===== config.mk =====
export PLATFORM = sky130hd
export DESIGN_NAME = tnn_neuron_accum_flat
export DESIGN_NICKNAME = d
export VERILOG_FILES = /design/src/rtl/tnn_pkg.sv /design/src/rtl/tnn_neuron_accum_if.sv /design/src/rtl/tnn_trit_cmp.sv /design/src/rtl/tnn_neuron_accum.sv /design/src/flat_wrapper.sv
export SDC_FILE = /design/constraint.sdc
export NUM_CORES = 1
export LEC_CHECK = 0
export ABC_AREA = 1
export BUFFER_PORTS_ARGS = -buffer_cell sky130_fd_sc_hd__buf_2
export CELL_PAD_IN_SITES_DETAIL_PLACEMENT = 2
export CELL_PAD_IN_SITES_GLOBAL_PLACEMENT = 2
export CORE_MARGIN = 5
export CORE_UTILIZATION = 35
export CTS_BUF_LIST = sky130_fd_sc_hd__clkbuf_8 sky130_fd_sc_hd__clkbuf_16
export DETAILED_ROUTE_END_ITERATION = 16
export MAX_ROUTING_LAYER = met4
export PLACE_DENSITY_LB_ADDON = 0.25
export REMOVE_ABC_BUFFERS = 1
export SYNTH_ARGS = -nofsm -noshare
export SYNTH_HDL_FRONTEND = slang
export SYNTH_SLANG_ARGS = --single-unit

===== constraint.sdc =====
create_clock -name clk -period 5.9 [get_ports clk]
set_input_delay 1.18 -clock clk [delete_from_list [all_inputs] [get_ports clk]]
set_output_delay 1.18 -clock clk [all_outputs]
set_load 0.01 [all_outputs]

===== src/rtl/tnn_pkg.sv =====
// Shared types and helpers for the ternary neural-network datapath.
// Used by the neuron accumulator and the next-layer blocks.
package tnn_pkg;

  localparam int PC22_W = 5;

  typedef enum logic [1:0] {
    TRIT_ZERO = 2'b00,
    TRIT_POS  = 2'b01,
    TRIT_NEG  = 2'b11
  } trit_t;

  // Signed add clamped to the range of a w-bit two's complement value.
  function automatic int sat_add(input int a, input int b, input int w);
    int hi;
    int lo;
    int s;
    hi = (1 << (w - 1)) - 1;
    lo = -(1 << (w - 1));
    s  = a + b;
    if (s > hi) begin
      return hi;
    end
    if (s < lo) begin
      return lo;
    end
    return s;
  endfunction

endpackage


===== src/rtl/tnn_neuron_accum_if.sv =====
// Chunk-in / trit-out bundle of one ternary neuron accumulator.
// The slave modport is the accumulator's view; master is the producer/consumer side.
interface tnn_neuron_accum_if
  import tnn_pkg::*;
#(
  parameter int PC_W  = PC22_W,
  parameter int ACC_W = 9
);
  logic                    in_valid;
  logic                    in_ready;
  logic [PC_W-1:0]         in_pos;
  logic [PC_W-1:0]         in_neg;
  logic                    in_last;
  logic signed [ACC_W-1:0] thr_hi;
  logic signed [ACC_W-1:0] thr_lo;
  logic                    out_valid;
  logic                    out_ready;
  trit_t                   out_trit;
  logic signed [ACC_W-1:0] out_sum;
  logic                    out_err;

  modport slave (
    input  in_valid, in_pos, in_neg, in_last, thr_hi, thr_lo, out_ready,
    output in_ready, out_valid, out_trit, out_sum, out_err
  );

  modport master (
    output in_valid, in_pos, in_neg, in_last, thr_hi, thr_lo, out_ready,
    input  in_ready, out_valid, out_trit, out_sum, out_err
  );

endinterface


===== src/rtl/tnn_trit_cmp.sv =====
// Threshold compare of a signed sum into a trit; the +1 rule wins when the
// thresholds overlap.
module tnn_trit_cmp
  import tnn_pkg::*;
#(
  parameter int ACC_W = 9
) (
  input  logic signed [ACC_W-1:0] sum_i,
  input  logic signed [ACC_W-1:0] thr_hi_i,
  input  logic signed [ACC_W-1:0] thr_lo_i,
  output trit_t                   trit_o
);

  always_comb begin
    trit_o = TRIT_ZERO;
    if (sum_i >= thr_hi_i) begin
      trit_o = TRIT_POS;
    end else if (sum_i <= thr_lo_i) begin
      trit_o = TRIT_NEG;
    end
  end

endmodule


===== src/rtl/tnn_neuron_accum.sv =====
// Accumulates (pos - neg) popcounts over the chunks of one ternary neuron, saturating,
// and emits one registered trit/sum/err result per neuron through a valid/ready stage.
module tnn_neuron_accum
  import tnn_pkg::*;
#(
  parameter int PC_W      = PC22_W,
  parameter int ACC_W     = 9,
  parameter int MAX_BEATS = 8
) (
  input  logic                clk,
  input  logic                rst,
  tnn_neuron_accum_if.slave   bus
);

  localparam int BW = $clog2(MAX_BEATS + 1);

  logic signed [ACC_W-1:0] acc_q, acc_d;
  logic [BW-1:0]           beats_q, beats_d;
  logic                    sat_q, sat_d;
  logic                    out_valid_q, out_valid_d;
  logic signed [ACC_W-1:0] out_sum_q, out_sum_d;
  trit_t                   out_trit_q, out_trit_d;
  logic                    out_err_q, out_err_d;

  logic [PC_W-1:0]         pos_w;
  logic [PC_W-1:0]         neg_w;
  logic signed [ACC_W-1:0] nxt;
  int                      raw_sum;
  int                      sat_sum;
  logic                    clamp_now;
  logic                    in_ready;
  logic                    accept;
  logic                    beat_limit;
  logic                    final_beat;
  logic                    overrun;
  trit_t                   trit_nxt;

  assign pos_w    = bus.in_pos;
  assign neg_w    = bus.in_neg;
  assign in_ready = !out_valid_q || bus.out_ready;
  assign accept   = bus.in_valid && in_ready;

  always_comb begin
    raw_sum    = int'(acc_q) + int'(pos_w) - int'(neg_w);
    sat_sum    = sat_add(int'(acc_q), int'(pos_w) - int'(neg_w), ACC_W);
    clamp_now  = (sat_sum != raw_sum);
    nxt        = ACC_W'(sat_sum);
    beat_limit = (int'(beats_q) + 1 == MAX_BEATS);
    final_beat = accept && (bus.in_last || beat_limit);
    overrun    = final_beat && !bus.in_last;
  end

  tnn_trit_cmp #(.ACC_W(ACC_W)) u_cmp (
    .sum_i    (nxt),
    .thr_hi_i (bus.thr_hi),
    .thr_lo_i (bus.thr_lo),
    .trit_o   (trit_nxt)
  );

  always_comb begin
    acc_d       = acc_q;
    beats_d     = beats_q;
    sat_d       = sat_q;
    out_valid_d = out_valid_q;
    out_sum_d   = out_sum_q;
    out_trit_d  = out_trit_q;
    out_err_d   = out_err_q;
    if (out_valid_q && bus.out_ready) begin
      out_valid_d = 1'b0;
    end
    // A final beat may land on the same edge the previous result retires.
    if (accept) begin
      if (final_beat) begin
        acc_d       = '0;
        beats_d     = '0;
        sat_d       = 1'b0;
        out_valid_d = 1'b1;
        out_sum_d   = nxt;
        out_trit_d  = trit_nxt;
        out_err_d   = sat_q || clamp_now || overrun;
      end else begin
        acc_d   = nxt;
        beats_d = beats_q + 1'b1;
        sat_d   = sat_q || clamp_now;
      end
    end
  end

  always_ff @(posedge clk or posedge rst) begin
    if (rst) begin
      acc_q       <= '0;
      beats_q     <= '0;
      sat_q       <= 1'b0;
      out_valid_q <= 1'b0;
      out_sum_q   <= '0;
      out_trit_q  <= TRIT_ZERO;
      out_err_q   <= 1'b0;
    end else begin
      acc_q       <= acc_d;
      beats_q     <= beats_d;
      sat_q       <= sat_d;
      out_valid_q <= out_valid_d;
      out_sum_q   <= out_sum_d;
      out_trit_q  <= out_trit_d;
      out_err_q   <= out_err_d;
    end
  end

  assign bus.in_ready  = in_ready;
  assign bus.out_valid = out_valid_q;
  assign bus.out_sum   = out_sum_q;
  assign bus.out_trit  = out_trit_q;
  assign bus.out_err   = out_err_q;

endmodule

===== src/flat_wrapper.sv =====
// flat-port wrapper written by rule: the top's interface ports become plain ports
module tnn_neuron_accum_flat import tnn_pkg::*;
#(
  parameter int PC_W      = PC22_W,
  parameter int ACC_W     = 9,
  parameter int MAX_BEATS = 8
)
  (clk, rst, bus_in_valid, bus_in_pos, bus_in_neg, bus_in_last, bus_thr_hi, bus_thr_lo, bus_out_ready, bus_in_ready, bus_out_valid, bus_out_trit, bus_out_sum, bus_out_err);
  tnn_neuron_accum_if #(.PC_W(PC_W), .ACC_W(ACC_W)) bus_i ();
  input  logic clk;
  input  logic rst;
  input wire logic [$bits(bus_i.in_valid)-1:0] bus_in_valid;
  input wire logic [$bits(bus_i.in_pos)-1:0] bus_in_pos;
  input wire logic [$bits(bus_i.in_neg)-1:0] bus_in_neg;
  input wire logic [$bits(bus_i.in_last)-1:0] bus_in_last;
  input wire logic [$bits(bus_i.thr_hi)-1:0] bus_thr_hi;
  input wire logic [$bits(bus_i.thr_lo)-1:0] bus_thr_lo;
  input wire logic [$bits(bus_i.out_ready)-1:0] bus_out_ready;
  output wire logic [$bits(bus_i.in_ready)-1:0] bus_in_ready;
  output wire logic [$bits(bus_i.out_valid)-1:0] bus_out_valid;
  output wire logic [$bits(bus_i.out_trit)-1:0] bus_out_trit;
  output wire logic [$bits(bus_i.out_sum)-1:0] bus_out_sum;
  output wire logic [$bits(bus_i.out_err)-1:0] bus_out_err;
  assign bus_i.in_valid = bus_in_valid;
  assign bus_i.in_pos = bus_in_pos;
  assign bus_i.in_neg = bus_in_neg;
  assign bus_i.in_last = bus_in_last;
  assign bus_i.thr_hi = bus_thr_hi;
  assign bus_i.thr_lo = bus_thr_lo;
  assign bus_i.out_ready = bus_out_ready;
  assign bus_in_ready = bus_i.in_ready;
  assign bus_out_valid = bus_i.out_valid;
  assign bus_out_trit = bus_i.out_trit;
  assign bus_out_sum = bus_i.out_sum;
  assign bus_out_err = bus_i.out_err;
  tnn_neuron_accum #(.PC_W(PC_W), .ACC_W(ACC_W), .MAX_BEATS(MAX_BEATS)) u_core (.clk(clk), .rst(rst), .bus(bus_i));
endmodule

==> flow_summary.yaml <==
clocking:
  cts_tree: "built"
  clock_latency_on_the_worst_skew_pair_ps: 280
  post_cts_resize_count: 0
  cts.sink_count: 27
  inserted_clock_buffers: 3
  cts_root_buf: "sky130_fd_sc_hd__clkbuf_8"
  deepest_clock_path_buffer_count: 2
  cts-htree-levels: 1
  cts_setup_buffers: 0
  cts_hold_buffers: 0
  clk_pin_slew_worst_paths_ps: 100
routing:
  drt_pass1_iterations: 4
  drt_drc_violations_left: 0
  via_count: 3492
  dr_wl_met2_mm: 6.218
  met3_length_um: 156
  top_layer_used: "met4"
  dr.first_iter.drc_count: 82
  wl_per_cell_um: 17.00
  avgViaCountPerCell: 5.083
  number_of_antenna_violating_nets_in_the_routed_design: 0
  detail_route.wirelength.met1_mm: 5.164
  wirelength_mm: 11.68
setup_path:
  worst-path-max-fanout: 12
  crit_path_category: "in -> reg"
  startpoint_of_the_most_critical_setup_path: "bus_in_pos[0]"
  regToRegStartpoint: "u_core.acc_q[2]"
  timing.reg2reg.worst_path_depth: 22
  critical_path.n_buffers_inverters: 3
  r2r-end: "u_core.bus.out_err"
  worst_ep_required_time_ps: 6070
  crit_path_frequent_cell: "sky130_fd_sc_hd__nand2_1"
  critPathSlowestCell: "sky130_fd_sc_hd__fa_1"
  worst_path_largest_cell_delay_ps: 410
  timing.critical_path.max_delay_family: "simple AND/OR/NAND/NOR gates"
  setup.reg_to_reg.worst_slack_ps: 1700
  worstSetupEndpointType: "flop"
  worstSetupStartpointType: "input pin"
  worstPathArrival_ps: 5380
global_routing:
  antenna_found_initial: 0
  grt_pass1_vias: 3948
  overflow: 0
  grt_pass1_wl_mm: 19.53
  grt_max_degree: 28
  globalRouteTotalUtil: 0.2158
sta:
  period_share: 0.8826
  fin_crit_ps: 5207
  timing_worst_slew_pin_value_ps: 1076
  maxSlewHeadroom: 0.2818
  fmax_ghz: 0.1920
  clock_skew_ps: 5.941
  final-max-slew-violation-count: 0
  hold_violations: 0
  timing.setup.tns_ps: 0
  final_setup_vio_count: 0
  grt_setup_unrepaired: "false"
outcome:
  status: "completed"
worst_hold_path:
  timing.hold.worst_path_depth: 2
  hold_path.class: "reg -> reg"
  whs_endpoint: "u_core.bus.out_sum[1]"
  hold_start: "u_core.bus.out_sum[1]"
floorplanning:
  dieArea_um2: 11630
  io_pins: 47
  die_w_um: 107.9
  floorplan.die.height_um: 107.9
  floorplan.core_area_um2: 9284
  floorplan.initialDensity: 0.3611
  num_rows: 35
final_layout:
  post_route_cells_drive_above_1_share: 0.1380
  fin_area_um2: 3781
  diodes: 0
  final_nets: 646
  area_delta_synth_final_pct: 12.80
  filler_cell_count: 1215
logic_synthesis:
  synth_mux_area_frac: 0
  syn-cell-area_um2: 3352
  yosys_warnings: 0
  postSynthRegisterBits: 27
  synth_cell_types: 38
  avgSynthCellArea_um2: 6.585
  synth_compound_area_frac: 0.1041
  synthXorXnorAreaFrac: 0.03397
  synth.yosys.seq_area_share: 0.2016
  synthAdderAreaFrac: 0.2105
  synth_edf_count: 0
  ys_async_sr_fraction: 1.000
  synthSimpleGateAreaFrac: 0.3345
  synth_top_family_by_area: "simple AND/OR/NAND/NOR gates"
  synthFlopType: "sky130_fd_sc_hd__dfrtp_1"
  synthCells: 509
placed_design:
  place_hpwl_mm: 10.10
  port_buffers: 46
  dpl_cell_area_um2: 3732
  gp_congestion: 0.8110
flow_run:
  max-cap-violations: 0
==> how the worst max path moves through the flow <==
stage | endpoint | slack, ps | depth (start not counted)
final | u_core.bus.out_trit[1] | 690 | 26
after floorplan | u_core.bus.out_trit[1] | 1370 | 25
after CTS | u_core.bus.out_trit[1] | 690 | 26
after global routing | u_core.bus.out_trit[1] | 370 | 26
after detailed placement | u_core.bus.out_trit[1] | 410 | 26
after global placement | u_core.bus.out_trit[1] | 660 | 26
==> area by class of cell <==
type                    instances  area [um^2]  area share
well taps                     129        161.4     0.04269
flip-flops and latches         27        675.6      0.1787
multi-input cells             383         2290      0.6056
inverters                      96        360.3     0.09530
repair buffers                 48        245.2     0.06486
clock inverters                 1        7.507    0.001985
clock buffers                   3        41.29     0.01092
==> stage by stage <==
stage / hold WS, ps / std cells / util / setup slack [ps]
after floorplan: 484.6 / 506 / - / 1367
after global placement: 464.2 / 683 / 0.4020 / 664.4
after detailed placement: 475.7 / 683 / 0.4020 / 413.6
after CTS: 502.5 / 687 / 0.4073 / 691.5
after global routing: 529.7 / 687 / 0.4073 / 373.4
final: 496.0 / 687 / 0.4073 / 692.5
==> state kept, by name, indices dropped and copies added, names as in the netlist <==
signal / flops
u_core.acc_q: 9
u_core.bus.out_sum: 9
u_core.beats_q: 4
u_core.bus.out_err: 1
u_core.bus.out_trit: 2
u_core.sat_q: 1
u_core.bus.out_valid: 1
==> metal layers <==
layer,vias up,global-route usage
li1,1725,-
met1,1709,0.2528
met5,-,-
met2,44,0.4103
met4,0,0.03246
met3,14,0.01440
==> synth_stat cells (all sizes together) (5+ instances only) <==
| cell type | n | area [um^2] |
|---|---|---|
| o21ai | 21 | 108.9 |
| nand4 | 6 | 37.54 |
| o22ai | 6 | 37.54 |
| a21oi | 23 | 122.6 |
| nand3 | 35 | 180.2 |
| dfrtp | 27 | 675.7 |
| xor2 | 9 | 78.83 |
| nand3b | 5 | 37.54 |
| ha | 50 | 625.6 |
| inv | 94 | 352.8 |
| nor2 | 35 | 143.9 |
| nand2 | 164 | 658.1 |
==> worst register-to-register path: stages (launching register included) <==
cell and delay, ps:
sky130_fd_sc_hd__dfrtp_1 440, sky130_fd_sc_hd__ha_1 340, sky130_fd_sc_hd__inv_1 70, sky130_fd_sc_hd__nand2_1 110, sky130_fd_sc_hd__and2_1 190, sky130_fd_sc_hd__xor2_1 140, sky130_fd_sc_hd__ha_1 350, sky130_fd_sc_hd__a21oi_1 140
sky130_fd_sc_hd__o21ai_0 130, sky130_fd_sc_hd__nand2_1 110, sky130_fd_sc_hd__nand2_1 80, sky130_fd_sc_hd__nor2_2 230, sky130_fd_sc_hd__nand3_2 200, sky130_fd_sc_hd__ha_1 340, sky130_fd_sc_hd__or4_1 490, sky130_fd_sc_hd__nor2_1 120
sky130_fd_sc_hd__nand3_1 90, sky130_fd_sc_hd__a21oi_1 160, sky130_fd_sc_hd__nand2_1 70, sky130_fd_sc_hd__nor2_1 120, sky130_fd_sc_hd__nand3_1 90, sky130_fd_sc_hd__nand2_1 70, sky130_fd_sc_hd__inv_1 30
==> cells in the final DEF, fill, tap and decap left out, drive strengths merged, types with 4 or more instances in the layout <==
cell,netlist,layout
nand3b,5,5
xnor2,4,4
nand3,35,35
nor3,4,4
nor2,35,35
xor2,9,9
dfrtp,27,27
a31oi,4,4
o22ai,6,6
a21oi,23,23
buf,2,48
nand2,164,164
nand4,6,6
o21ai,21,21
ha,50,50
inv,94,94
fa,4,4
==> logic make-up after synthesis <==
logic type	after synthesis
adders and majority gates	54
and+or+nand+nor	255
DFF	27
xor gates and xnor gates	13
buffers and inverters	99
AOI/OAI and AO/OA	61
Power is left out: the tool's default activity adds up to more than one toggle a clock period on the data nets, which glitch-free logic cannot reach.
